`src/rtl/cam_init_pkg.sv`:
```
// Shared types and constants for the camera register-init sequencer.
package cam_init_pkg;

    typedef enum logic [3:0] {
        S_IDLE,
        S_FETCH,
        S_ISSUE,
        S_WAIT_START,
        S_WAIT_DONE,
        S_CHECK,
        S_GAP,
        S_DELAY,
        S_DONE,
        S_FAIL
    } cam_state_e;

    typedef struct packed {
        logic [7:0] addr;
        logic [7:0] val;
    } cam_entry_t;

    localparam logic [7:0] ADDR_END   = 8'hFF;
    localparam logic [7:0] ADDR_DELAY = 8'hFE;

    // SCCB device IDs used by the downstream driver; kept here for reference.
    localparam logic [7:0] IIC_WR_ID  = 8'h42;
    localparam logic [7:0] IIC_RD_ID  = 8'h43;

    function automatic int max3(input int a, input int b, input int c);
        int m;
        m = (a > b) ? a : b;
        return (m > c) ? m : c;
    endfunction

endpackage

```
`src/rtl/cam_reg_rom.sv`:
```
// Default camera configuration table: {register address, value} per index.
// 0xFE entries are delays (value x delay unit), 0xFF marks the end.
module cam_reg_rom
    import cam_init_pkg::*;
#(
    parameter int IDX_W = 7
) (
    input  logic [IDX_W-1:0] index,
    output cam_entry_t       entry
);

    always_comb begin
        entry = '{addr: ADDR_END, val: 8'h00};
        case (int'(index))
            0:       entry = '{addr: 8'h12,       val: 8'h80};
            1:       entry = '{addr: ADDR_DELAY,  val: 8'h02};  // settle after soft reset
            2:       entry = '{addr: 8'h11,       val: 8'h01};
            3:       entry = '{addr: 8'h0C,       val: 8'h04};
            4:       entry = '{addr: 8'h3E,       val: 8'h19};
            5:       entry = '{addr: ADDR_DELAY,  val: 8'h00};
            6:       entry = '{addr: 8'h70,       val: 8'h3A};
            7:       entry = '{addr: 8'h71,       val: 8'h35};
            default: entry = '{addr: ADDR_END,    val: 8'h00};
        endcase
    end

endmodule

```
`src/rtl/cam_reg_init.sv`:
```
// Camera register-configuration sequencer feeding the SCCB/IIC write driver.
// Build option: CAM_INIT_RETRY_EN enables per-entry retries on NACK/timeout.
//
// state        | meaning
// S_IDLE       | waiting for start after reset
// S_FETCH      | decode table entry at idx
// S_ISSUE      | raise one-cycle iic_wr_en
// S_WAIT_START | wait for driver to drop work_done
// S_WAIT_DONE  | wait for driver to raise work_done
// S_CHECK      | judge ack / timeout
// S_GAP        | idle cycles between writes (or before a retry)
// S_DELAY      | delay pseudo-entry countdown
// S_DONE       | table completed
// S_FAIL       | entry failed, fail_index valid
module cam_reg_init
    import cam_init_pkg::*;
#(
    parameter int TABLE_DEPTH       = 128,
    parameter int GAP_CYCLES        = 16,
    parameter int DELAY_UNIT_CYCLES = 1000,
    parameter int WAIT_TIMEOUT      = 4096,
    parameter int MAX_RETRY         = 3
) (
    input  logic       clk,
    input  logic       rst,
    input  logic       start,
    output logic       busy,
    output logic       done,
    output logic       error,
    output logic [7:0] fail_index,
    output logic       iic_wr_en,
    output logic       iic_rd_en,
    output logic [7:0] iic_addr,
    output logic [7:0] iic_data,
    input  logic       iic_work_done,
    input  logic       iic_ack
);

    localparam int IDX_W   = (TABLE_DEPTH > 1) ? $clog2(TABLE_DEPTH) : 1;
    localparam int IDX_CW  = IDX_W + 1;
    localparam int TMR_MAX = max3(255 * DELAY_UNIT_CYCLES, WAIT_TIMEOUT, GAP_CYCLES);
    localparam int TMR_W   = $clog2(TMR_MAX + 1);

    localparam logic [TMR_W-1:0]  GAP_LOAD  = TMR_W'(GAP_CYCLES - 1);
    localparam logic [TMR_W-1:0]  WAIT_LOAD = TMR_W'(WAIT_TIMEOUT - 1);
    localparam logic [IDX_CW-1:0] IDX_END   = IDX_CW'(TABLE_DEPTH);

    cam_state_e        state;
    logic [IDX_CW-1:0] idx;
    logic [IDX_CW-1:0] idx_next;
    logic [TMR_W-1:0]  timer;
    logic [TMR_W-1:0]  delay_load;
    logic              timed_out;
    logic              at_end;
    cam_entry_t        entry;

`ifdef CAM_INIT_RETRY_EN
    localparam int RTY_W = (MAX_RETRY > 0) ? $clog2(MAX_RETRY + 1) : 1;
    localparam logic [RTY_W-1:0] RTY_MAX = RTY_W'(MAX_RETRY);
    logic [RTY_W-1:0] retry_cnt;
    logic             retry_pend;
`endif

    cam_reg_rom #(.IDX_W(IDX_W)) u_rom (
        .index (idx[IDX_W-1:0]),
        .entry (entry)
    );

    // idx carries one extra bit so that running off the table reads as END.
    assign at_end     = (idx == IDX_END);
    assign idx_next   = at_end ? idx : idx + 1'b1;
    assign delay_load = TMR_W'(32'(entry.val) * 32'(DELAY_UNIT_CYCLES));
    assign iic_rd_en  = 1'b0;

    always_ff @(posedge clk or negedge rst) begin
        if (!rst) begin
            state      <= S_IDLE;
            idx        <= '0;
            timer      <= '0;
            timed_out  <= 1'b0;
            busy       <= 1'b0;
            done       <= 1'b0;
            error      <= 1'b0;
            fail_index <= 8'h00;
            iic_wr_en  <= 1'b0;
            iic_addr   <= 8'h00;
            iic_data   <= 8'h00;
`ifdef CAM_INIT_RETRY_EN
            retry_cnt  <= '0;
            retry_pend <= 1'b0;
`endif
        end else begin
            iic_wr_en <= 1'b0;
            case (state)
                S_IDLE, S_DONE, S_FAIL: begin
                    if (start) begin
                        state      <= S_FETCH;
                        idx        <= '0;
                        fail_index <= 8'h00;
                        done       <= 1'b0;
                        error      <= 1'b0;
                        busy       <= 1'b1;
`ifdef CAM_INIT_RETRY_EN
                        retry_cnt  <= '0;
                        retry_pend <= 1'b0;
`endif
                    end
                end
                S_FETCH: begin
                    if (at_end || entry.addr == ADDR_END) begin
                        state <= S_DONE;
                        done  <= 1'b1;
                        busy  <= 1'b0;
                    end else if (entry.addr == ADDR_DELAY) begin
                        timer <= delay_load;
                        state <= S_DELAY;
                    end else begin
                        iic_addr <= entry.addr;
                        iic_data <= entry.val;
                        state    <= S_ISSUE;
                    end
                end
                S_ISSUE: begin
                    iic_wr_en <= 1'b1;
                    timer     <= WAIT_LOAD;
                    timed_out <= 1'b0;
                    state     <= S_WAIT_START;
                end
                // A stale work_done=1 from the last transfer must not count as completion.
                S_WAIT_START: begin
                    if (!iic_work_done) begin
                        timer <= WAIT_LOAD;
                        state <= S_WAIT_DONE;
                    end else if (timer == '0) begin
                        timed_out <= 1'b1;
                        state     <= S_CHECK;
                    end else begin
                        timer <= timer - 1'b1;
                    end
                end
                S_WAIT_DONE: begin
                    if (iic_work_done) begin
                        state <= S_CHECK;
                    end else if (timer == '0) begin
                        timed_out <= 1'b1;
                        state     <= S_CHECK;
                    end else begin
                        timer <= timer - 1'b1;
                    end
                end
                S_CHECK: begin
                    if (iic_ack || timed_out) begin
`ifdef CAM_INIT_RETRY_EN
                        if (retry_cnt < RTY_MAX) begin
                            retry_cnt  <= retry_cnt + 1'b1;
                            retry_pend <= 1'b1;
                            timer      <= GAP_LOAD;
                            state      <= S_GAP;
                        end else
`endif
                        begin
                            state      <= S_FAIL;
                            error      <= 1'b1;
                            busy       <= 1'b0;
                            fail_index <= 8'(idx);
                        end
                    end else begin
`ifdef CAM_INIT_RETRY_EN
                        retry_cnt <= '0;
`endif
                        timer <= GAP_LOAD;
                        state <= S_GAP;
                    end
                end
                S_GAP: begin
                    if (timer == '0) begin
`ifdef CAM_INIT_RETRY_EN
                        if (retry_pend) begin
                            retry_pend <= 1'b0;
                            state      <= S_ISSUE;
                        end else
`endif
                        begin
                            idx   <= idx_next;
                            state <= S_FETCH;
                        end
                    end else begin
                        timer <= timer - 1'b1;
                    end
                end
                S_DELAY: begin
                    if (timer == '0) begin
                        idx   <= idx_next;
                        state <= S_FETCH;
                    end else begin
                        timer <= timer - 1'b1;
                    end
                end
                default: state <= S_IDLE;
            endcase
        end
    end

endmodule

```
`config.mk`:
```
export PLATFORM = sky130hd
export DESIGN_NAME = cam_reg_init
export DESIGN_NICKNAME = d
export VERILOG_FILES = /design/src/rtl/cam_init_pkg.sv /design/src/rtl/cam_reg_rom.sv /design/src/rtl/cam_reg_init.sv
export SDC_FILE = /design/constraint.sdc
export NUM_CORES = 1
export LEC_CHECK = 0
export ABC_AREA = 1
export CORE_UTILIZATION = 35
export DETAILED_ROUTE_END_ITERATION = 16
export GPL_TIMING_DRIVEN = 0
export HOLD_SLACK_MARGIN = 0.06
export SYNTH_ARGS = -nofsm -noshare
export SYNTH_HDL_FRONTEND = slang
export SYNTH_SLANG_ARGS = --single-unit
```
`constraint.sdc`:
```
create_clock -name clk -period 13.7 [get_ports clk]
set_input_delay 1.37 -clock clk [delete_from_list [all_inputs] [get_ports clk]]
set_output_delay 1.37 -clock clk [all_outputs]
set_load 0.01 [all_outputs]
```
==> results by group, run 1 <==
STA
  – Layout Skew: 9.24 ps
  – Final hold violation count: 0
  – Worst-Margin Slew: 989 ps
  – Final period util: 39.2%
  – RSZ-0062 raised after global routing: no
  – Pins Over Slew Limit: 0
  – Setup violations, final: 0
  – Setup TNS: 0 ps
  – Fmax achieved: 186 MHz
  – Max-slew headroom: 33.4%
  – Min Tclk post-route: 5370 ps

Clock network
  – Clock Pin Slew Worst Setup and Hold Paths: 60 ps
  – Post-CTS setup buffers: 0
  – CTS resizes: 0
  – Hold_buf cts: 0
  – CTS Buf Count: 9
  – Clk buf depth: 2
  – CTS tree: yes
  – # clock sinks: 57
  – H-tree levels: 3
  – Root Driver: clkbuf_16
  – Worst-Skew Late Latency: 340 ps

Synth
  – Post-Syn Instances: 703
  – Area leader, netlist: dfrtp_1
  – Cell Area, Synth: 5040 µm²
  – Syn avg cell area: 7.17 µm²
  – Largest family of logic cells by synthesized area: simple AND/OR/NAND/NOR gates
  – Synth Register Bits: 57
  – Synth Area in XOR/XNOR: 1.74%
  – EDFF count, synth: 0
  – Synth Area in Adders: 18.1%
  – Yosys cell types: 37
  – Synth Area in Simple Gates: 32.0%
  – Asr flop ratio synth: 100%
  – Yosys top cell area share: 28.3%
  – Mux contribution to synthesized area: 0%
  – Synth warnings: 0
  – Compound-Gate Fraction of Synth Area: 9.35%
  – Synth Flop Type: dfrtp_1
  – Sequential area share after synthesis: 28.3%
  – Synth area leaders: dfrtp_1 (28%), nand2_1 (14%), ha_1 (12%)

Critical path
  – Worst Path Max Fanout: 7
  – CP Launch Type: register
  – Crit path arrival time: 5590 ps
  – Required @ worst endpoint: 13920 ps
  – Crit end category: register
  – Setup CP Type: reg -> reg

Floorplan
  – Die X: 122 µm
  – DIE AREA: 14900 µm²
  – Boundary Pins: 34
  – Cell Rows: 43
  – Die Y: 122 µm
  – Starting density of the core: 36.1%
  – Core box area: 14000 µm²

Place
  – Gpl congestion: 0.906
  – DP HPWL: 9.35 mm
  – Placed insts: 914
  – PortBufs: 30

Power and ir drop
  – Pwr dens: 269 nW/µm²
  – Leakage: 0.00309 µW
  – Worst VDD drop: 102 µV

Drt
  – DRT Pass-1 Iters: 6
  – Vias per cell: 4.87
  – Starting DRC count in detailed routing: 245
  – Via count: 4532
  – Post-DRT Antenna Nets: 0
  – DRC: 0
  – WL per Instance: 13.1 µm
  – Drt total wl: 12.2 mm

Global route
  – Number of global-route vias before repair: 4279
  – First-pass GRT wire length: 20.8 mm
  – Total GRT Usage: 18.0%
  – Initial antenna violation count: 0
  – Pin count of the biggest net entering global routing: 58
  – Grt total ovfl: 0

Layout
  – Share of layout cells above drive strength 1: 9.60%
  – Final Util: 42.2%
  – Multi-input logic area: 3090 µm²
  – Antenna Cells: 0
  – Synth-to-Final Area Change: 17.0%
  – Final nets: 814
  – Area taken by flip-flops and latches: 1430 µm²
  – FILL cells: 1444
  – Final Non-Filler Cells: 930

Outcome
  – Outcome: finished clean

Hold path
  – Hold Crit Class: reg -> reg

Run
  – Max capacitance violation total: 0
area by class of cell:
type,count,area share [%]
tap,180,3.82
sequential,57,24.2
inverter,109,6.93
clock buffer,10,4.05
buffer,16,2.04
clock inverter,6,1.55
timing repair buffer,30,5.05
multi-input combinational,522,52.4
flip-flops by register name, summed over array words and instances (netlist names):
register    flops
iic_data        7
timer          18
done            1
iic_wr_en       1
idx             8
error           1
iic_addr        7
fail_index      8
state           4
timed_out       1
busy            1
through the flow:
| stage | area [µm²] | setup WS, ps | hold WS [ps] | total power (µW) |
|---|---|---|---|---|
| after detailed placement | 5570 | 8240 | 466 | 1350 |
| after CTS | 5900 | 8230 | 479 | 1610 |
| final | 5900 | 8330 | 474 | 1590 |
| after global placement | 5570 | 8290 | 462 | 1340 |
| after floorplan | 5050 | 8990 | 447 | 1080 |
| after global routing | 5900 | 7810 | 508 | 1770 |
layer usage:
| layer | track usage [%] | vias to the layer above | wire, µm |
|---|---|---|---|
| li1 | - | 2358 | - |
| met1 | 23.9 | 2081 | 5950 |
| met2 | 28.9 | 76 | 5530 |
| met3 | 2.95 | 17 | 435 |
| met4 | 7.02 | 0 | 240 |
| met5 | 0 | - | 0 |
power breakdown:
group / switching (µW) / internal (µW)
Clock: 85.1 / 165
Sequential: 50.7 / 230
Combinational: 665 / 394
kinds of logic after synthesis:
| group | after synthesis |
|---|---|
| compound gates | 79 |
| xor+xnor | 10 |
| fa+ha+maj | 64 |
| buf+inv | 125 |
| flops | 57 |
| other cells | 1 |
| simple gates | 367 |
synth_stat cells (2+ instances only):
cell type,number
fa_1,15
nor2_2,3
nand2_2,6
nor3_1,5
dfrtp_1,57
buf_4,5
inv_2,10
clkbuf_1,3
o21ai_0,17
nand3_2,3
buf_2,3
buf_6,5
ha_1,49
nor2_4,4
or2_2,3
o21ai_2,10
xor2_1,7
nand2_1,185
a31oi_1,2
a21oi_1,16
nand4_1,26
xnor2_1,3
inv_1,99
nand3b_1,2
o21ai_1,19
nor2_1,74
o22ai_1,8
nand3_1,54
o21bai_1,2
path summary, 6_finish.rpt:
| kind | startpoint | to | slack (ps) | cells after the start |
|---|---|---|---|---|
| max in group asynchronous | rst | iic_addr[5]$_DFFE_PN0P_ | 12080 | 1 |
| hold reg to reg | iic_addr[4]$_DFFE_PN0P_ | iic_addr[4]$_DFFE_PN0P_ | 470 | 2 |
| min in group asynchronous | rst | timer[15]$_DFFE_PN0P_ | 1070 | 1 |
| setup / recovery | idx[1]$_DFFE_PN0P_ | timer[15]$_DFFE_PN0P_ | 8330 | 19 |
| setup reg to reg | idx[1]$_DFFE_PN0P_ | timer[15]$_DFFE_PN0P_ | 8330 | 19 |
| hold / removal | iic_addr[4]$_DFFE_PN0P_ | iic_addr[4]$_DFFE_PN0P_ | 470 | 2 |
placed cells by master, fill, tap and decap left out, types with 2 or more instances in the layout:
cell type          n
o22ai_1            8
a31oi_1            2
buf_6              5
xor2_1             7
nor2_2             3
o21ai_1           19
clkinv_4           3
dfrtp_1           57
buf_2              3
o21ai_0           17
nand2_2            6
buf_4              6
nor3_1             5
nand2_1          185
inv_2             10
ha_1              49
bufinv_16          2
nand3_1           54
nor2_4             4
inv_1             99
nand3_2            3
or2_2              3
conb_1             2
a21oi_1           16
o21bai_1           2
clkbuf_1           3
xnor2_1            3
o21ai_2           10
fa_1              15
nand4_1           26
clkdlybuf4s50_1   29
nand3b_1           2
nor2_1            74
clkbuf_16          9
critical path, stage by stage, from the launching register on:
cell	delay [ps]
dfrtp_1	450
inv_1	240
ha_1	240
nor2_1	50
nor3_1	720
inv_1	210
fa_1	560
fa_1	530
fa_1	540
inv_1	50
fa_1	450
ha_1	370
nand2_1	90
nand2_1	80
o21ai_0	260
nand4_1	110
nand3_1	130
nand2_1	60
nand2_1	50
nand2_1	50
(Power assumes the default switching activity.)
==> inputs of run 2 (changes only) <==
Clock period 13.7 ns to 5.6 ns, I/O delays scaled along.
==> run 2 against run 1 <==
Net effect:
- non-clock buffer count unchanged
- global-route usage stayed put
- die area is the same
- setup slack worse by 7800 ps
- critical endpoint unchanged
- critical path depth shrank 1
- final cell count is the same
- highest routed layer unchanged
==> results by group, run 2 (same netlist as run 1, synthesis figures left out) <==
Layout
  – Biggest register: timer (unchanged)
  – Final Util: 42.2% (about the same)
  – Commonest cells after routing, fill and taps aside: nand2_1 (185), inv_1 (99), nor2_1 (74) (unchanged)
  – Final Non-Filler Cells: 930 (unchanged)
  – Antenna Cells: 0 (unchanged)
  – Share of layout cells above drive strength 1: 9.73% (was 9.60%)
  – Final nets: 814 (unchanged)
  – Max reg flops: 18 (unchanged)
  – FILL cells: 1443 (was 1444)
  – Synth-to-Final Area Change: 17.1% (was 17.0%)
  – Top flop regs: timer (18), fail_index (8), idx (8) (unchanged)
  – Most common cell after layout, fill and taps aside: nand2_1 (unchanged)

Floorplan
  – DIE AREA: 14900 µm² (unchanged)
  – Boundary Pins: 34 (unchanged)
  – Die X: 122 µm (unchanged)
  – Die Y: 122 µm (unchanged)
  – Core box area: 14000 µm² (unchanged)
  – Cell Rows: 43 (unchanged)
  – Starting density of the core: 36.1% (unchanged)

STA
  – Max-slew headroom: 33.9% (was 33.4%)
  – Min setup slack post-route: 490 ps (was 8330 ps)
  – Layout Skew: 9.95 ps (was 9.24 ps)
  – Min Tclk post-route: 5110 ps (was 5370 ps)
  – Pins Over Slew Limit: 0 (unchanged)
  – Setup violations, final: 0 (unchanged)
  – Final hold violation count: 0 (unchanged)
  – Setup TNS: 0 ps (unchanged)
  – Final period util: 91.2% (was 39.2%)
  – Worst-Margin Slew: 981 ps (was 989 ps)
  – RSZ-0062 raised after global routing: no (unchanged)
  – Fmax achieved: 196 MHz (was 186 MHz)

Critical path
  – Worst r2r src: idx[1]$_DFFE_PN0P_ (unchanged)
  – CP Launch Type: register (unchanged)
  – Crit path arrival time: 5380 ps (was 5590 ps)
  – R2R cell count: 18 (was 19)
  – WP buf/inv: 2 (was 3)
  – Family with the most delay on the worst path: adder cells (unchanged)
  – Crit end category: register (unchanged)
  – Cell Chain, Critical Path: inv_1, ha_1, o21ai_0, fa_1, fa_1, fa_1, inv_1, fa_1, ha_1, nand2_1, nand2_1, o21ai_0, nand3_1, nand2_1, nand3_1, nand2_1, nand2_1, nand2_1 (was inv_1, ha_1, nor2_1, nor3_1, inv_1, fa_1, fa_1, fa_1, inv_1, fa_1, ha_1, nand2_1, nand2_1, o21ai_0, nand4_1, nand3_1, nand2_1, nand2_1, nand2_1)
  – Worst R2R Setup Slack: 490 ps (was 8330 ps)
  – Reg2reg end: timer[15]$_DFFE_PN0P_ (unchanged)
  – Critical-path top delay cell: o21ai_0 (was nor3_1)
  – Top cell by count, worst path: nand2_1 (unchanged)
  – Required @ worst endpoint: 5870 ps (was 13920 ps)
  – Slowest stage delay, CP: 740 ps (was 720 ps)
  – Setup CP Type: reg -> reg (unchanged)
  – Worst Path Max Fanout: 7 (unchanged)

Place
  – Placed insts: 914 (unchanged)
  – PortBufs: 30 (unchanged)
  – DP HPWL: 9.35 mm (unchanged)
  – Gpl congestion: 0.906 (unchanged)
  – Pre-CTS WS: 138 ps (was 8240 ps)

Outcome
  – Outcome: finished clean (unchanged)

Global route
  – Initial antenna violation count: 0 (unchanged)
  – First-pass GRT wire length: 20.8 mm (unchanged)
  – Grt total ovfl: 0 (unchanged)
  – Number of global-route vias before repair: 4279 (unchanged)
  – Pin count of the biggest net entering global routing: 58 (unchanged)
  – Total GRT Usage: 18.0% (unchanged)

Hold path
  – Hold Crit Class: in -> async (was reg -> reg)

Drt
  – Post-DRT Antenna Nets: 0 (unchanged)
  – Drt total wl: 12.2 mm (about the same)
  – WL per Instance: 13.1 µm (about the same)
  – DRT Pass-1 Iters: 5 (was 6)
  – Starting DRC count in detailed routing: 256 (was 245)
  – Vias per cell: 4.88 (was 4.87)
  – Via count: 4534 (was 4532)
  – DRC: 0 (unchanged)

Clock network
  – Root Driver: clkbuf_16 (unchanged)
  – Clock Pin Slew Worst Setup and Hold Paths: 60 ps (about the same)
  – CTS Buf Count: 9 (unchanged)
  – # clock sinks: 57 (unchanged)
  – Clk buf depth: 2 (unchanged)
  – H-tree levels: 3 (unchanged)
  – Hold_buf cts: 0 (unchanged)
  – Worst-Skew Late Latency: 340 ps (about the same)
  – CTS tree: yes (unchanged)

Power and ir drop
  – Worst VDD drop: 251 µV (was 102 µV)
  – Pwr dens: 659 nW/µm² (was 269 nW/µm²)
  – Leakage: 0.00309 µW (about the same)

Run
  – Max capacitance violation total: 0 (unchanged)
==> run 2: changes by cell type in the layout (fill, tap and decap cells not counted) <==
cell and delta:
nor3_2 +1, nor3_1 -1
==> run 2: worst register-to-register path, delay by kind of cell, from the launching register on <==
kind / cells / cell delay, ps
AO/OA/AOI/OAI: 2 / 1000
adder cells (fa/ha/maj): 6 / 2720
buffers and inverters: 2 / 240
AND/OR/NAND/NOR: 8 / 630
flip-flops: 1 / 460
==> run 2: per-stage QoR <==
step	hold WS, ps	cell area [µm²]	power (µW)
floorplan	264	5050	2630
global placement	462	5570	3270
detailed placement	466	5570	3300
CTS	332	5900	3930
global route	374	5910	4340
finish	263	5910	3890
==> run 2: routing by layer <==
metal	track usage (%)	wire, µm
met5	0	0
met1	23.9	5920
met3	2.95	422
met2	28.9	5620
met4	7.02	197
==> run 2: how the worst max path moves through the flow <==
stage,start,end,slack [ps],depth (start not counted)
after floorplan,idx[1]$_DFFE_PN0P_,timer[17]$_DFFE_PN0P_,890,20
after global placement,idx[1]$_DFFE_PN0P_,timer[15]$_DFFE_PN0P_,190,19
after detailed placement,idx[1]$_DFFE_PN0P_,timer[15]$_DFFE_PN0P_,140,19
after CTS,idx[1]$_DFFE_PN0P_,timer[15]$_DFFE_PN0P_,130,19
after global routing,idx[1]$_DFFE_PN0P_,timer[15]$_DFFE_PN0P_,50,20
final,idx[1]$_DFFE_PN0P_,timer[15]$_DFFE_PN0P_,490,18
==> run 2: where the power goes <==
part / switching, µW / leakage, µW / internal [µW]
clock network: 208 / 0.000163 / 403
logic: 1630 / 0.00218 / 966
registers: 123 / 0.000750 / 562
total: 1960 / 0.00309 / 1930
==> run 2: cell type report <==
type / instances / area, µm² / area share (%)
clock inverter: 6 / 91.3 / 1.55
tap: 180 / 225 / 3.81
inverter: 109 / 409 / 6.93
sequential: 57 / 1430 / 24.2
multi-input combinational: 522 / 3100 / 52.4
timing repair buffer: 30 / 298 / 5.04
clock buffer: 10 / 239 / 4.05
buffer: 16 / 120 / 2.03
==> run 2: repair_timing <==
action / 4_1_cts / 5_1_grt
resized for setup: 0 / 1
setup buffers: 0 / 0
setup endpoints to repair: 0 / 7
